### config.mk
export PLATFORM = sky130hd
export DESIGN_NAME = mcu_lcd_feeder
export DESIGN_NICKNAME = d
export VERILOG_FILES = /design/src/rtl/lcd_feed_pkg.sv /design/src/rtl/lcd_word_fifo.sv /design/src/rtl/mcu_lcd_feeder.sv
export SDC_FILE = /design/constraint.sdc
export NUM_CORES = 1
export LEC_CHECK = 0
export ABC_AREA = 1
export BUFFER_PORTS_ARGS = -buffer_cell sky130_fd_sc_hd__buf_2
export CAP_MARGIN = 30
export CORE_ASPECT_RATIO = 1.5
export CORE_UTILIZATION = 50
export CTS_CLUSTER_DIAMETER = 60
export DETAILED_ROUTE_END_ITERATION = 6
export GPL_ROUTABILITY_DRIVEN = 0
export HOLD_SLACK_MARGIN = 0.05
export PLACE_DENSITY = 0.66
export SLEW_MARGIN = 30
export SYNTH_ARGS = -nofsm -noshare
export SYNTH_HDL_FRONTEND = slang
export SYNTH_HIERARCHICAL = 1
export SYNTH_SLANG_ARGS = --single-unit
### constraint.sdc
create_clock -name Clock -period 3.7 [get_ports Clock]
set_input_delay 0.185 -clock Clock [delete_from_list [all_inputs] [get_ports Clock]]
set_output_delay 0.185 -clock Clock [all_outputs]
set_load 0.05 [all_outputs]
### src/rtl/lcd_feed_pkg.sv
// Shared types and constants for the MCU-to-LCD word feeder.
//   lcd_word_t   : one LCD word, {is_data, byte_val}
//   FRAME_BITS   : SPI frame length in bits
//   DEF_SYNC_NIBBLE : default value required in frame bits [15:12]
//   feed_state_t : output FSM states
package lcd_feed_pkg;

   localparam int FRAME_BITS = 16;
   localparam logic [3:0] DEF_SYNC_NIBBLE = 4'hA;

   typedef struct packed {
      logic       is_data;
      logic [7:0] byte_val;
   } lcd_word_t;

   typedef enum logic {
      IDLE,
      HOLD
   } feed_state_t;

endpackage

### src/rtl/lcd_word_fifo.sv
// Synchronous FIFO of LCD words.
// Ports:
//   Clock, Reset      : system clock, async active-low reset
//   push, wr_data     : write request and word
//   pop               : read request; rd_data shows the head word combinationally
//   full, empty, level: occupancy status
// A push while full is accepted only if a pop happens in the same cycle.
module lcd_word_fifo
   import lcd_feed_pkg::*;
#(
   parameter int DEPTH = 8
) (
   input  logic                   Clock,
   input  logic                   Reset,
   input  logic                   push,
   input  lcd_word_t              wr_data,
   input  logic                   pop,
   output lcd_word_t              rd_data,
   output logic                   full,
   output logic                   empty,
   output logic [$clog2(DEPTH):0] level
);

   localparam int AW = $clog2(DEPTH);

   lcd_word_t       mem [DEPTH];
   logic [AW:0]     wr_ptr;
   logic [AW:0]     rd_ptr;
   logic            do_push;
   logic            do_pop;

   // Extra pointer MSB distinguishes full from empty when the addresses match.
   assign empty   = (wr_ptr == rd_ptr);
   assign full    = (wr_ptr[AW] != rd_ptr[AW]) && (wr_ptr[AW-1:0] == rd_ptr[AW-1:0]);
   assign level   = wr_ptr - rd_ptr;
   assign do_pop  = pop && !empty;
   assign do_push = push && (!full || do_pop);
   assign rd_data = mem[rd_ptr[AW-1:0]];

   always_ff @(posedge Clock or negedge Reset) begin
      if (!Reset) begin
         wr_ptr <= '0;
         rd_ptr <= '0;
      end else begin
         if (do_push) wr_ptr <= wr_ptr + 1'b1;
         if (do_pop)  rd_ptr <= rd_ptr + 1'b1;
      end
   end

   always_ff @(posedge Clock) begin
      if (do_push) mem[wr_ptr[AW-1:0]] <= wr_data;
   end

endmodule

### src/rtl/mcu_lcd_feeder.sv
// Receives 16-bit LCD frames from the MCU over mode-0 SPI, buffers the
// 9-bit words and presents each on from_MCU for HOLD_CYCLES clocks so the
// slow LCD domain samples every word exactly once.
// Ports:
//   Clock, Reset      : system clock, async active-low reset
//   sclk, mosi, cs_n  : asynchronous SPI pins from the MCU
//   clr_flags         : pulse clearing overflow and frame_err
//   from_MCU          : word to LCD_Logic, [8] data/command, [7:0] byte
//   word_valid        : high while from_MCU is inside its hold slot
//   fifo_level        : FIFO occupancy
//   overflow          : sticky, valid frame dropped on a full FIFO
//   frame_err         : sticky, malformed or truncated frame discarded
//
// Output FSM
//   state | meaning
//   IDLE  | no word in a hold slot; pop as soon as the FIFO has one
//   HOLD  | from_MCU held; hold_cnt counts down to the end of the slot
module mcu_lcd_feeder
   import lcd_feed_pkg::*;
#(
   parameter int         HOLD_CYCLES = 131200,
   parameter int         DEPTH       = 8,
   parameter logic [3:0] SYNC_NIBBLE = DEF_SYNC_NIBBLE
) (
   input  logic                   Clock,
   input  logic                   Reset,
   input  logic                   sclk,
   input  logic                   mosi,
   input  logic                   cs_n,
   input  logic                   clr_flags,
   output logic [8:0]             from_MCU,
   output logic                   word_valid,
   output logic [$clog2(DEPTH):0] fifo_level,
   output logic                   overflow,
   output logic                   frame_err
);

   localparam int BCW = $clog2(FRAME_BITS);
   localparam int HCW = $clog2(HOLD_CYCLES);
   localparam logic [HCW-1:0] HOLD_LOAD = HCW'(HOLD_CYCLES - 1);

   logic [1:0]            sclk_sync, mosi_sync, cs_sync;
   logic                  sclk_d, cs_d;
   logic                  sclk_rise, cs_fall, cs_rise;
   logic [FRAME_BITS-2:0] shift_q;
   logic [FRAME_BITS-1:0] frame_q;
   logic [BCW-1:0]        bit_cnt;
   logic                  frame_vld;
   logic                  trunc_err;
   logic                  frame_ok;
   logic                  push, pop, drop_full, bad_frame;
   logic                  fifo_full, fifo_empty;
   lcd_word_t             rd_data;
   feed_state_t           state;
   logic [HCW-1:0]        hold_cnt;

   always_ff @(posedge Clock or negedge Reset) begin
      if (!Reset) begin
         sclk_sync <= 2'b00;
         mosi_sync <= 2'b00;
         cs_sync   <= 2'b11;
         sclk_d    <= 1'b0;
         cs_d      <= 1'b1;
      end else begin
         sclk_sync <= {sclk_sync[0], sclk};
         mosi_sync <= {mosi_sync[0], mosi};
         cs_sync   <= {cs_sync[0], cs_n};
         sclk_d    <= sclk_sync[1];
         cs_d      <= cs_sync[1];
      end
   end

   assign sclk_rise = sclk_sync[1] && !sclk_d;
   assign cs_fall   = !cs_sync[1] && cs_d;
   assign cs_rise   = cs_sync[1] && !cs_d;

   // The completed frame is registered and checked one cycle later, so the
   // FIFO push lands 4 clocks after the last sclk edge reaches the pin.
   always_ff @(posedge Clock or negedge Reset) begin
      if (!Reset) begin
         shift_q   <= '0;
         frame_q   <= '0;
         bit_cnt   <= '0;
         frame_vld <= 1'b0;
         trunc_err <= 1'b0;
      end else begin
         frame_vld <= 1'b0;
         trunc_err <= 1'b0;
         if (cs_fall) begin
            bit_cnt <= '0;
         end else if (cs_rise) begin
            if (bit_cnt != '0) trunc_err <= 1'b1;
            bit_cnt <= '0;
         end else if (!cs_sync[1] && sclk_rise) begin
            shift_q <= {shift_q[FRAME_BITS-3:0], mosi_sync[1]};
            bit_cnt <= bit_cnt + 1'b1;
            if (bit_cnt == BCW'(FRAME_BITS - 1)) begin
               frame_q   <= {shift_q, mosi_sync[1]};
               frame_vld <= 1'b1;
            end
         end
      end
   end

   assign frame_ok  = (frame_q[15:12] == SYNC_NIBBLE) && (frame_q[11:9] == 3'b000);
   assign push      = frame_vld && frame_ok && (!fifo_full || pop);
   assign drop_full = frame_vld && frame_ok && fifo_full && !pop;
   assign bad_frame = (frame_vld && !frame_ok) || trunc_err;

   lcd_word_fifo #(.DEPTH(DEPTH)) u_fifo (
      .Clock   (Clock),
      .Reset   (Reset),
      .push    (push),
      .wr_data (lcd_word_t'(frame_q[8:0])),
      .pop     (pop),
      .rd_data (rd_data),
      .full    (fifo_full),
      .empty   (fifo_empty),
      .level   (fifo_level)
   );

   // A new error outranks a simultaneous clear.
   always_ff @(posedge Clock or negedge Reset) begin
      if (!Reset) begin
         overflow  <= 1'b0;
         frame_err <= 1'b0;
      end else begin
         if (drop_full)      overflow <= 1'b1;
         else if (clr_flags) overflow <= 1'b0;
         if (bad_frame)      frame_err <= 1'b1;
         else if (clr_flags) frame_err <= 1'b0;
      end
   end

   always_comb begin
      pop = 1'b0;
      if (state == IDLE)          pop = !fifo_empty;
      else if (hold_cnt == '0)    pop = !fifo_empty;
   end

   always_ff @(posedge Clock or negedge Reset) begin
      if (!Reset) begin
         state      <= IDLE;
         hold_cnt   <= '0;
         from_MCU   <= '0;
         word_valid <= 1'b0;
      end else if (pop) begin
         from_MCU   <= rd_data;
         word_valid <= 1'b1;
         hold_cnt   <= HOLD_LOAD;
         state      <= HOLD;
      end else if (state == HOLD) begin
         if (hold_cnt != '0) begin
            hold_cnt <= hold_cnt - 1'b1;
         end else begin
            word_valid <= 1'b0;
            state      <= IDLE;
         end
      end
   end

endmodule

# Word level (Yosys, flattened, before mapping)
# Memories as Yosys holds them, arrays and structs flattened. A register that Yosys moved wholly into a read port is not among the register bits.
# Index checks and enable logic that the tools add are counted.
dict set report word_totals {
  reg_bits 75
  ramBits 72
  input_bits 6
  out_inout_bits 16
  memories 1
}
# memory depth word_bits read_ports rd_ports_with_merged_regs write_ports line_no
set mem_list {}
lappend mem_list {u_fifo.mem 8 9 1 1 1 lcd_word_fifo.sv:26} ;# lcd_word_t mem [DEPTH];
dict set report classes {
  add_sub_neg 5
  eq_ne 6
  n_mux 26
  bitwise 2
  n_reduce_logical 37
}
# op count
set op_table {}
lappend op_table {{18-bit two-way mux} 3}
lappend op_table {{1-bit two-way mux} 20}
lappend op_table {{18-bit logical NOT} 1}
lappend op_table {{18-bit nonzero test} 1}
lappend op_table {{18-bit by 1-bit subtractor with 18-bit output, second input constant} 1}
lappend op_table {{1-bit logical AND} 13}
lappend op_table {{4-bit by 1-bit adder with 4-bit output, second input constant} 3}
lappend op_table {{4-bit two-way mux} 3}
lappend op_table {{4-bit equality test, second input constant} 2}
lappend op_table {{1-bit logical NOT} 8}
lappend op_table {{2-bit nonzero test} 4}
lappend op_table {{4-bit equality test} 1}
lappend op_table {{2-bit AND reduction} 2}
lappend op_table {{4-bit AND reduction} 1}
lappend op_table {{4-bit nonzero test} 1}
lappend op_table {{4-bit subtractor} 1}
lappend op_table {{3-bit equality test} 1}
lappend op_table {{3-bit logical NOT} 1}
lappend op_table {{1-bit logical OR} 3}
lappend op_table {{3-bit AND reduction} 1}
lappend op_table {{3-bit nonzero test} 1}
lappend op_table {{2-bit inequality test, second input constant} 1}
lappend op_table {{1-bit inverter} 2}
lappend op_table {{1-bit inequality test} 1}

# Longest topological paths before layout
# Gate-level depths: netlist (run 1).
dict set report logic_depth {
  ltp_word 9
  mapped_depth 16
  depth_no_buf 14
}

# Cells and area by module
# The synthesis (run 1) kept the hierarchy.
# mod n_inst cells_per_inst area_per_inst_um2 seq_area_each_um2
set by_module_without_submodules {}
lappend by_module_without_submodules {lcd_word_fifo 1 329 3545.9 2362.3}
lappend by_module_without_submodules {mcu_lcd_feeder 1 363 3357.0 1905.6}

# Least setup slack after synthesis (run 1)
# Ideal clock, no wire load.
dict set report synth_path {
  path_type {reg2reg}
  start {register u_fifo.wr_ptr[0]}
  end {memory u_fifo/mem[4][0] (netlist name) (enable)}
  setup_ns 0.374
  t_arrival_ns 2.577
  required_time_ns 3.326
  slack_ns 0.749
  stages_incl_launch_ff 14
  n_path_buf 2
  period_less_slack_ns 2.951
  cell_sequence {dfrtp_1 inv_1 ha_1 inv_1 nor2_2 nand2_1 inv_1 inv_1 nand2_2 buf_6 buf_6 a21oi_2 nand3_1 nor2_1}
}
dict set report synth_via {
  elab_chain_cells 9
}
# element line_no
set synth_lines {}
lappend synth_lines {{from (decl)} lcd_word_fifo.sv:27} ;# logic [AW:0] wr_ptr;
lappend synth_lines {{from (signal assigned)} lcd_word_fifo.sv:45} ;# if (do_push) wr_ptr <= wr_ptr + 1'b1;
lappend synth_lines {{4-bit equality test (*)} lcd_word_fifo.sv:33} ;# assign empty = (wr_ptr == rd_ptr);
lappend synth_lines {{named net fifo_empty} mcu_lcd_feeder.sv:52} ;# logic fifo_full, fifo_empty;
lappend synth_lines {{1-bit logical NOT (*)} {mcu_lcd_feeder.sv:137, mcu_lcd_feeder.sv:138}}
lappend synth_lines {{1-bit two-way mux} mcu_lcd_feeder.sv:138} ;# else if (hold_cnt == '0) pop = !fifo_empty;
lappend synth_lines {{1-bit two-way mux (*)} mcu_lcd_feeder.sv:137} ;# if (state == IDLE) pop = !fifo_empty;
lappend synth_lines {{1-bit logical OR (*)} mcu_lcd_feeder.sv:106} ;# assign push = frame_vld && frame_ok && (!fifo_full || pop);
lappend synth_lines {{1-bit logical AND (*)} mcu_lcd_feeder.sv:106}
lappend synth_lines {{named net push} mcu_lcd_feeder.sv:51} ;# logic push, pop, drop_full, bad_frame;
lappend synth_lines {{1-bit logical AND (*)} lcd_word_fifo.sv:37} ;# assign do_push = push && (!full || do_pop);
lappend synth_lines {{1-bit two-way mux (*)} lcd_word_fifo.sv:51} ;# if (do_push) mem[wr_ptr[AW-1:0]] <= wr_data;
lappend synth_lines {{1-bit two-way mux (implied by the code) (*)} lcd_word_fifo.sv:51}
lappend synth_lines {{to (decl)} lcd_word_fifo.sv:26}
# The timed path passes the listed nets; every way through them passes the cells marked *.

# Final worst setup path (run 1)
dict set report layout_path {
  start {register u_fifo.rd_ptr[2]}
  end {memory u_fifo/mem[6][1] (netlist name) (enable)}
}
dict set report layout_via {
  elab_chain_cells 9
}
# element line_no
set layout_lines {}
lappend layout_lines {{from (decl)} lcd_word_fifo.sv:28} ;# logic [AW:0] rd_ptr;
lappend layout_lines {{from (signal assigned)} lcd_word_fifo.sv:46} ;# if (do_pop) rd_ptr <= rd_ptr + 1'b1;
lappend layout_lines {{4-bit equality test (*)} lcd_word_fifo.sv:33}
lappend layout_lines {{named net fifo_empty} mcu_lcd_feeder.sv:52}
lappend layout_lines {{1-bit logical NOT (*)} {mcu_lcd_feeder.sv:137, mcu_lcd_feeder.sv:138}}
lappend layout_lines {{1-bit two-way mux} mcu_lcd_feeder.sv:138}
lappend layout_lines {{1-bit two-way mux (*)} mcu_lcd_feeder.sv:137}
lappend layout_lines {{named net pop} mcu_lcd_feeder.sv:51}
lappend layout_lines {{1-bit logical OR or 1-bit logical AND (tied branches)} {mcu_lcd_feeder.sv:106, lcd_word_fifo.sv:36}}
lappend layout_lines {{1-bit logical AND or 1-bit logical OR (tied branches)} {mcu_lcd_feeder.sv:106, lcd_word_fifo.sv:37}}
lappend layout_lines {{1-bit logical AND (*)} lcd_word_fifo.sv:37}
lappend layout_lines {{1-bit two-way mux (*)} lcd_word_fifo.sv:51}
lappend layout_lines {{1-bit two-way mux (implied by the code) (*)} lcd_word_fifo.sv:51}
# Marks and branches as above.

==> flow_summary_export.csv, run 1 <==
group,metric,value,unit
global_routing,grt_pass1_wl,23700,µm
finish,drive_gt1_share,14.4,%
timing,fin_crit,3.31,ns
timing,max-slew-margin-rel,50.1,%
clock_network,cts_root_buf,"clkbuf_16",
routing,first_iter_violations,330,
finish,area_delta_synth_final,12.9,%
global_routing,antenna_found_initial,0,
floorplanning,fp.dieW,97.9,µm
worst_setup_path,crit_path_start,"u_fifo/rd_ptr[2]",
routing,antenna_left,0,
timing,hold_viol_final,0,
yosys,synth_area,0.00690,mm²
worst_setup_path,regToRegStartpoint,"u_fifo/rd_ptr[2]",
placed_design,place_area,0.00709,mm²
finish,n_antenna_cell,0,
placed_design,portBuffers,21,
timing,setup_viol,0,
floorplanning,ios,22,
worst_setup_path,cp.required,3.74,ns
yosys,synth_nets,710,
worst_setup_path,critical_path_arrival,3.35,ns
finish,final_area,0.00779,mm²
clock_network,cts_tree,"done",
floorplanning,initial_utilization,51.3,%
hold_path,min_path_type,"flop to flop",
worst_setup_path,crit_path_end_kind,"flop",
timing,rsz0062_at_grt,"false",
power,leakage,3.76,nW
timing,worstMarginPinSlew,0.745,ns
routing,vias,4781,
floorplanning,row_count,52,
routing,drt_first_pass_iters,7,
worst_setup_path,crit_top_cell,"inv_1",
finish,num-nets-final,739,
timing,min_period_over_period,89.5,%
hold_path,min_from,"mosi_sync[0]",
power,irDropWorstVdd,0.000270,V
routing,wire_per_inst,16.0,µm
yosys,synth-seq-cells,156,
worst_setup_path,path_max_fanout,13,
job,cap_violations,0,
clock_network,numCtsBuffers,17,
worst_setup_path,critical_path.cell_chain,"clkinv_1, ha_1, nand2_1, nor2_2, nand2_1, inv_1, inv_1, nand2_2, clkinv_2, inv_1, nand3_2, nand3_1, nor2_1",
routing,drc_errors,2,
status,status,"complete, but fails checks",
global_routing,grt.overflow.total,0,
yosys,yosysUniqueCellTypes,37,
timing,final.setup.tns,0,ns
yosys,synth.avg_cell_area,9.98,µm²
global_routing,grt_pass1_vias,4832,
placed_design,hpwl,9950,µm
clock_network,clock_latency,0.42,ns
floorplanning,coreArea,0.0135,mm²
global_routing,grt_max_degree,56,
global_routing,track_usage,21.9,%
worst_setup_path,critPathSlowestCell,"nor2_1",
placed_design,pre_cts_slack,0.400,ns
clock_network,clkTransAtPathRegs,0.06,ns
timing,finalMaxSlewViolations,0,
clock_network,cts_sinks,156,
power,p_per_area,498,mW/mm²
yosys,synth_seq_area_share,61.8,%
status,violations,"design-rule violations",
timing,worst_slack,0.389,ns
worst_setup_path,max_stage_delay,0.60,ns
routing,viasPerCell,5.34,
clock_network,h-tree-depth,4,
floorplanning,die_height,146,µm
worst_setup_path,startpoint_type,"flop",
clock_network,clock_path_buffers,2,
yosys,synth_cells,692,
timing,fin_skew,0.0117,ns
timing,max_freq,302,MHz
floorplanning,die_area,0.0143,mm²
clock_network,cts_setup_buffers,0,
routing,wirelength,14300,µm
yosys,synth_warnings,6,
worst_setup_path,criticalPathCategory,"flop to flop",
cell families (layout without fill, tap and decap cells):
logic type                 after synthesis  count (layout)  share of synthesized area [%]
muxes                                   15              15                           2.45
DFF                                    156             156                           61.8
adders and majority gates               12              12                           2.28
AOI/OAI and AO/OA                       78              78                           5.73
xor gates and xnor gates                 6               6                          0.761
buffers and inverters                   72             114                           5.20
and+or+nand+nor                        353             353                           21.8
power breakdown:
part | internal [mW] | leakage (nW) | total (mW) | switching (mW)
Sequential | 1.87 | 1.89 | 1.91 | 0.0372
Combinational | 0.0531 | 1.54 | 0.131 | 0.0784
Clock | 1.16 | 0.322 | 1.85 | 0.685
area by class of cell:
type | count | area [µm²]
Timing Repair Buffer | 31 | 195
Tap cell | 162 | 203
Clock inverter | 10 | 120
Sequential cell | 156 | 4270
Clock buffer | 22 | 529
Multi-Input combinational cell | 464 | 2280
Fill cell | 1095 | 5680
Inverter | 51 | 200
worst max-delay path, delay by kind of cell, from the launching register on:
| kind | cells | cell delay (ns) |
|---|---|---|
| flip-flops | 1 | 0.57 |
| AND/OR/NAND/NOR | 7 | 1.30 |
| adder cells (fa/ha/maj) | 1 | 0.41 |
| buffers and inverters | 5 | 0.66 |
final timing paths:
path | end | slack (ns) | depth (start not counted)
hold / removal | mosi_sync[1] | 0.35 | 0
setup / recovery | u_fifo/mem[6][1] | 0.39 | 13
max in group asynchronous | u_fifo/wr_ptr[1] | 2.46 | 3
min in group asynchronous | u_fifo/rd_ptr[1] | 0.36 | 2
hold reg to reg | mosi_sync[1] | 0.35 | 0
setup reg to reg | u_fifo/mem[6][1] | 0.39 | 13
cells in the mapped netlist (all sizes together):
master	count	area, µm²
a21oi	15	78.8
buf	18	148
clkbuf	3	11.3
clkinv	3	12.5
dfrtp	81	2030
dfstp	3	78.8
edfxtp	72	2160
fa	1	20.0
ha	11	138
inv	48	188
mux2	15	169
nand2	233	920
nand3	32	183
nand3b	6	45.0
nand4	6	37.5
nor2	67	267
nor3	5	25.0
nor4	2	12.5
o21ai	62	310
o22ai	1	6.26
or2	2	12.5
xnor2	2	17.5
xor2	4	35.0
cell usage in the layout (no fill, tap or decap), types with 2 or more instances in the layout:
cell type | Yosys | layout
nand2_1 | 217 | 217
dfrtp_1 | 81 | 81
edfxtp_1 | 72 | 72
nor2_1 | 63 | 63
inv_1 | 44 | 44
o21ai_0 | 43 | 43
nand3_1 | 29 | 29
clkbuf_16 | 0 | 21
buf_2 | 9 | 20
o21ai_1 | 19 | 19
nand2_2 | 15 | 15
mux2_2 | 15 | 15
a21oi_1 | 14 | 14
ha_1 | 11 | 11
nand4_1 | 6 | 6
nand3b_1 | 6 | 6
buf_4 | 2 | 6
nor3_1 | 5 | 5
dlygate4sd3_1 | 0 | 5
xor2_1 | 4 | 4
nor2_2 | 3 | 3
clkinv_2 | 1 | 3
clkinv_4 | 0 | 3
dfstp_2 | 3 | 3
inv_2 | 3 | 3
nor4_1 | 2 | 2
clkinv_1 | 2 | 2
or2_2 | 2 | 2
inv_6 | 0 | 2
bufinv_16 | 0 | 2
xnor2_1 | 2 | 2
nand3_2 | 2 | 2
routing by layer:
metal / track usage [%] / vias to the layer above / part of all wire, %
met1: 25.9 / 2287 / 41
met2: 38.2 / 137 / 52
met3: 3.70 / 32 / 4.6
met4: 10.6 / 0 / 2.8
li1: - / 2325 / -
met5: 0 / - / 0
registers in the layout, indices dropped and copies added (netlist names):
signal,flops
bit_cnt,4
cs_d,1
cs_sync,2
frame_err,1
frame_q,16
frame_vld,1
from_MCU,9
hold_cnt,18
mosi_sync,2
overflow,1
sclk_d,1
sclk_sync,2
shift_q,15
state,1
trunc_err,1
u_fifo/mem,72
u_fifo/rd_ptr,4
u_fifo/wr_ptr,4
word_valid,1
timing repair:
| item | in CTS | in global routing |
|---|---|---|
| endpoints found under the hold margin | 55 | 0 |
| endpoints found under the setup margin | 0 | 0 |
| hold buffers | 5 | 0 |
| gates resized for setup | 0 | 0 |
per-stage QoR:
stage	std cells	power (mW)	utilization [%]	hold WS [ns]
finish	896	3.88	57.9	0.348
global route	896	4.01	57.9	0.364
CTS	896	3.92	57.9	0.349
detailed placement	859	2.07	52.7	0.284
global placement	859	2.06	52.7	0.270
floorplan	692	2.02	-	-0.111
(Power assumes the default switching activity.)
==> run 2, diff against run 1 <==
==> constraint.sdc (replaced) <==
create_clock -name Clock -period 3.7 [get_ports Clock]
set_input_delay 0.37 -clock Clock [delete_from_list [all_inputs] [get_ports Clock]]
set_output_delay 0.37 -clock Clock [all_outputs]
set_load 0.05 [all_outputs]
==> run 2 against run 1 <==
  * The run still ends with design-rule violations left
  * Fmax down 0.68%
  * Register-to-register slack worse by 0.02 ns
  * Worst hold slack worse by 0.11 ns
  * Critical path depth unchanged
  * Die area unchanged
  * Via count about the same
  * First-iteration DRC count down 24%
  * Non-clock buffer count down 1
  * Clock power down 10%
  * Flip-flop and latch count unchanged
  * Clock skew down 0.0014 ns
==> flow_summary_export.csv, run 2 (same netlist as run 1, synthesis figures left out) <==
group,metric,value,unit
worst_setup_path,critical_path_arrival,3.37,ns
timing,fin_skew,0.0103,ns
floorplanning,fp.dieW,97.9,µm
clock_network,clkTransAtPathRegs,0.06,ns
worst_setup_path,cp.required,3.74,ns
timing,worstMarginPinSlew,0.739,ns
routing,vias,4785,
power,leakage,3.72,nW
power,p_int,2.86,mW
global_routing,antenna_found_initial,0,
floorplanning,die_area,0.0143,mm²
clock_network,clock_path_buffers,2,
routing,drc_errors,2,
global_routing,grt_pass1_wl,23700,µm
floorplanning,coreArea,0.0135,mm²
global_routing,grt_pass1_vias,4721,
finish,fin_cells,895,
power,switching_share,22.6,%
power,irDropWorstVdd,0.000253,V
global_routing,grt_max_degree,57,
power,p_per_area,479,mW/mm²
timing,final.setup.tns,0,ns
finish,fillers,1158,
worst_setup_path,crit_path_end_kind,"flop",
finish,area_delta_synth_final,11.8,%
timing,min_period_over_period,90.1,%
clock_network,clock_latency,0.41,ns
timing,worst_slack,0.366,ns
worst_setup_path,crit_top_cell,"inv_1",
routing,antenna_left,0,
timing,fin_crit,3.33,ns
finish,multi_input_comb_area,0.00228,mm²
timing,max-slew-margin-rel,50.5,%
worst_setup_path,critical_path.cell_chain,"clkinv_1, ha_1, nand2_1, nor2_2, nand2_1, inv_1, inv_1, nand2_2, clkinv_2, inv_1, nand3_2, nand2_2, nor2_1",
timing,hold_viol_final,0,
hold_path,min_path_type,"primary input to flop",
worst_setup_path,startpoint_type,"flop",
finish,final_common_cell,"nand2_1",
power,power,3.70,mW
timing,finalMaxSlewViolations,0,
worst_setup_path,max_stage_delay,0.61,ns
finish,largest_reg_flops,72,
clock_network,cts_setup_buffers,0,
floorplanning,initial_utilization,51.3,%
finish,drive_gt1_share,15.0,%
placed_design,hpwl,10000,µm
placed_design,pre_cts_slack,0.383,ns
finish,final_util,57.3,%
routing,drt_first_pass_iters,7,
power,pwr-share-seq,51.6,%
global_routing,track_usage,21.7,%
clock_network,cts_root_buf,"clkbuf_16",
clock_network,cts_sinks,156,
job,cap_violations,0,
routing,viasPerCell,5.35,
timing,setup_viol,0,
floorplanning,die_height,146,µm
finish,n_antenna_cell,0,
finish,regArea,0.00427,mm²
power,pwr-share-clk,44.9,%
routing,wire_per_inst,16.2,µm
timing,max_freq,300,MHz
power,combPwrFrac,3.5,%
status,status,"complete, but fails checks",
clock_network,h-tree-depth,4,
finish,mostFrequentLayoutCells,"nand2_1 (217), dfrtp_1 (81), edfxtp_1 (72), nor2_1 (60), inv_1 (44)",
floorplanning,ios,22,
routing,wirelength,14500,µm
worst_setup_path,criticalPathCategory,"flop to flop",
timing,rsz0062_at_grt,"false",
placed_design,portBuffers,21,
power,switchingPower,835,µW
floorplanning,row_count,52,
clock_network,cts_tree,"done",
finish,num-nets-final,738,
routing,first_iter_violations,251,
worst_setup_path,path_max_fanout,13,
worst_setup_path,critPathSlowestCell,"nor2_1",
placed_design,placed_cells_incl_taps,859,
status,violations,"design-rule violations",
clock_network,numCtsBuffers,17,
global_routing,grt.overflow.total,0,
run 2: what timing repair did:
action	4_1_cts	5_1_grt
hold buffers	4	0
endpoints found under the hold margin	21	0
gates resized for setup	0	3
endpoints found under the setup margin	0	18
run 2: final cells by class:
class | count | share of cell area (%)
Clock buffer | 20 | 6.11
Clock inverter | 12 | 1.36
Inverter | 51 | 2.59
Multi-Input combinational cell | 464 | 29.6
Sequential cell | 156 | 55.3
Tap cell | 162 | 2.63
Timing Repair Buffer | 30 | 2.40
run 2: worst max-delay path: cells and delay by family (launching register included):
| family | cells | cell delay, ns |
|---|---|---|
| AND/OR/NAND/NOR | 7 | 1.26 |
| buffers and inverters | 5 | 0.68 |
| flip-flops | 1 | 0.60 |
| adder cells (fa/ha/maj) | 1 | 0.41 |
run 2: routing by layer:
metal  vias to the layer above  track usage [%]  routed length [µm]
li1                       2321                -                   -
met1                      2323             27.1                6260
met2                       117             37.0                7380
met3                        24             3.51                 533
met4                         0             9.55                 338
met5                         -                0                   0
run 2: worst paths after layout:
check	to	slack (ns)	depth (start not counted)	start
min in group asynchronous	u_fifo/rd_ptr[1]	0.55	2	Reset
hold / removal	overflow	0.24	4	clr_flags
max in group asynchronous	frame_q[11]	2.30	3	Reset
setup reg to reg	u_fifo/mem[5][5]	0.37	13	u_fifo/rd_ptr[2]
setup / recovery	u_fifo/mem[5][5]	0.37	13	u_fifo/rd_ptr[2]
hold reg to reg	mosi_sync[1]	0.35	0	mosi_sync[0]
run 2: through the flow:
step	area (µm²)	hold slack, ns
floorplan	6900	0.0744
global placement	7090	0.333
detailed placement	7090	0.335
CTS	7710	0.236
global route	7720	0.251
finish	7720	0.239
run 2: power groups by stage:
| stage | Combinational (mW) | Sequential [mW] | Clock (mW) |
|---|---|---|---|
| final | 0.129 | 1.91 | 1.66 |
| after global routing | 0.153 | 1.91 | 1.76 |
| after CTS | 0.133 | 1.91 | 1.69 |
| after floorplan | 0.0801 | 1.94 | 0 |
| after detailed placement | 0.129 | 1.94 | 0 |
| after global placement | 0.124 | 1.94 | 0 |
==> run 3, diff against run 2 <==
--- a/config.mk
+++ b/config.mk
@@ -6,7 +6,7 @@
 export NUM_CORES = 1
 export LEC_CHECK = 0
 export ABC_AREA = 1
-export BUFFER_PORTS_ARGS = -buffer_cell sky130_fd_sc_hd__buf_2
+export BUFFER_PORTS_ARGS = -buffer_cell sky130_fd_sc_hd__clkbuf_2
 export CAP_MARGIN = 30
 export CORE_ASPECT_RATIO = 1.5
 export CORE_UTILIZATION = 50
==> run 3 against run 2 <==
  * The run still ends with design-rule violations left
  * Sequential share of layout area barely moved
  * Worst hold slack worse by 0.018 ns
  * Sequential power about the same
  * Global-route usage is essentially flat
  * Count of clock-buffer cells in the layout shrank 2
  * Non-clock buffer count down 1
  * Utilization barely moved
  * Worst setup slack lost 0.024 ns
  * Clock power increased by 3%
  * First-iteration DRC count down 16%
  * Largest power group unchanged
==> flow_summary_export.csv, run 3 (same netlist as run 1, synthesis figures left out) <==
group,metric,value,unit
power,power,3.74,mW
global_routing,antenna_found_initial,0,
worst_setup_path,cp.required,3.75,ns
timing,worstMarginPinSlew,0.771,ns
floorplanning,ios,22,
timing,setup_viol,0,
routing,drc_errors,2,
timing,max_freq,298,MHz
floorplanning,coreArea,0.0135,mm²
finish,mostFrequentLayoutCells,"nand2_1 (217), dfrtp_1 (81), edfxtp_1 (72), nor2_1 (63), inv_1 (44)",
floorplanning,die_height,146,µm
timing,final.setup.tns,0,ns
routing,drt_first_pass_iters,7,
floorplanning,fp.dieW,97.9,µm
routing,vias,4756,
worst_setup_path,cp_top_family,"simple AND/OR/NAND/NOR gates",
worst_setup_path,crit_path_end_kind,"flop",
status,violations,"design-rule violations",
finish,n_antenna_cell,0,
worst_setup_path,critical_path.cell_chain,"clkinv_1, ha_1, nand2_1, nor2_2, nand2_1, inv_1, inv_1, nand2_2, clkinv_2, inv_1, nand3_2, nand3_1, nor2_1",
timing,max-slew-margin-rel,48.6,%
timing,rsz0062_at_grt,"false",
clock_network,cts_sinks,156,
finish,final_util,57.3,%
worst_setup_path,max_stage_delay,0.61,ns
worst_setup_path,regToRegSetupSlack,0.34,ns
clock_network,cts_setup_buffers,0,
worst_setup_path,criticalPathCategory,"flop to flop",
clock_network,h-tree-depth,4,
hold_path,min_from,"clr_flags",
timing,hold_viol_final,0,
power,leakage,3.71,nW
clock_network,clkTransAtPathRegs,0.07,ns
global_routing,grt.overflow.total,0,
routing,first_iter_violations,212,
placed_design,hpwl,9760,µm
timing,finalMaxSlewViolations,0,
hold_path,hold_depth,4,
clock_network,cts_tree,"done",
hold_path,min_path_type,"primary input to flop",
hold_path,min_to,"overflow",
worst_setup_path,worstPathBufferInverterCount,5,
global_routing,track_usage,21.7,%
worst_setup_path,r2r_cells,13,
clock_network,cts_resized,0,
finish,drive_gt1_share,14.5,%
routing,antenna_left,0,
routing,viasPerCell,5.32,
worst_setup_path,crit_top_cell,"inv_1",
worst_setup_path,startpoint_type,"flop",
placed_design,portBuffers,21,
global_routing,grt_max_degree,85,
power,irDropWorstVdd,0.000273,V
finish,num-nets-final,737,
worst_setup_path,path_max_fanout,13,
timing,fin_skew,0.0134,ns
clock_network,clock_path_buffers,2,
global_routing,grt_pass1_vias,4798,
floorplanning,initial_utilization,51.3,%
floorplanning,die_area,0.0143,mm²
clock_network,clock_latency,0.43,ns
worst_setup_path,regToRegStartpoint,"u_fifo/rd_ptr[2]",
routing,wire_per_inst,15.8,µm
finish,fillers,1148,
finish,area_delta_synth_final,11.8,%
timing,min_period_over_period,90.7,%
finish,multi_input_comb_area,0.00228,mm²
finish,regArea,0.00427,mm²
clock_network,postCtsHoldBufs,4,
finish,final_common_cell,"nand2_1",
job,cap_violations,0,
worst_setup_path,rr_endpoint,"u_fifo/mem[4][6]",
routing,wirelength,14100,µm
floorplanning,row_count,52,
power,p_per_area,485,mW/mm²
timing,fin_crit,3.36,ns
clock_network,numCtsBuffers,17,
worst_setup_path,critical_path_arrival,3.41,ns
timing,holdWs,0.221,ns
finish,largest_reg_flops,72,
global_routing,grt_pass1_wl,23700,µm
status,status,"complete, but fails checks",
clock_network,cts_root_buf,"clkbuf_16",
worst_setup_path,critPathSlowestCell,"nor2_1",
-- run 3: cell types whose count changed in the layout (fill, tap and decap cells not counted), moves of 2 or more --
cell / change
buf_2: -20
inv_6: +5
clkinv_4: -6
clkbuf_2: +20
inv_8: +3
nor2_2: -3
nor2_1: +3
buf_4: -2
-- run 3: power by group --
part | internal [mW] | switching [mW]
clock network | 0.941 | 0.773
logic | 0.0518 | 0.0755
registers | 1.87 | 0.0367
-- run 3: tightest hold or removal path: stages --
cell	delay [ns]
clkbuf_2	0.07
inv_1	0.04
nand2_1	0.05
o21ai_0	0.07
-- run 3: per-layer routing --
layer / vias to the layer above / track usage [%] / share of wire [%]
met5: - / 0 / 0
met4: 0 / 8.64 / 2.5
met3: 33 / 4.76 / 3.9
met2: 135 / 37.1 / 51
met1: 2265 / 26.4 / 42
li1: 2323 / - / -
-- run 3: worst max-delay path by stage --
| stage | endpoint | slack (ns) | from | cells after the start |
|---|---|---|---|---|
| floorplan | u_fifo/mem[4][0] | 0.75 | u_fifo/wr_ptr[0] | 13 |
| global placement | u_fifo/mem[4][4] | 0.55 | u_fifo/rd_ptr[2] | 13 |
| detailed placement | u_fifo/mem[6][4] | 0.41 | u_fifo/rd_ptr[2] | 13 |
| CTS | u_fifo/mem[4][6] | 0.38 | u_fifo/rd_ptr[2] | 13 |
| global route | u_fifo/mem[6][8] | 0.06 | u_fifo/rd_ptr[2] | 13 |
| finish | u_fifo/mem[4][6] | 0.34 | u_fifo/rd_ptr[2] | 13 |
-- run 3: through the flow --
stage               cells  setup WS, ns  instance area, µm²
floorplan             692         0.749                6900
global placement      858         0.548                7080
detailed placement    858         0.405                7090
CTS                   894         0.382                7720
global route          894        0.0568                7720
finish                894         0.342                7720
-- run 3: cell type report --
class / count / area share [%]
tap: 162 / 2.63
multi-input combinational: 464 / 29.5
clock inverter: 14 / 1.82
timing repair buffer: 29 / 2.35
inverter: 51 / 2.59
sequential: 156 / 55.3
clock buffer: 18 / 5.84
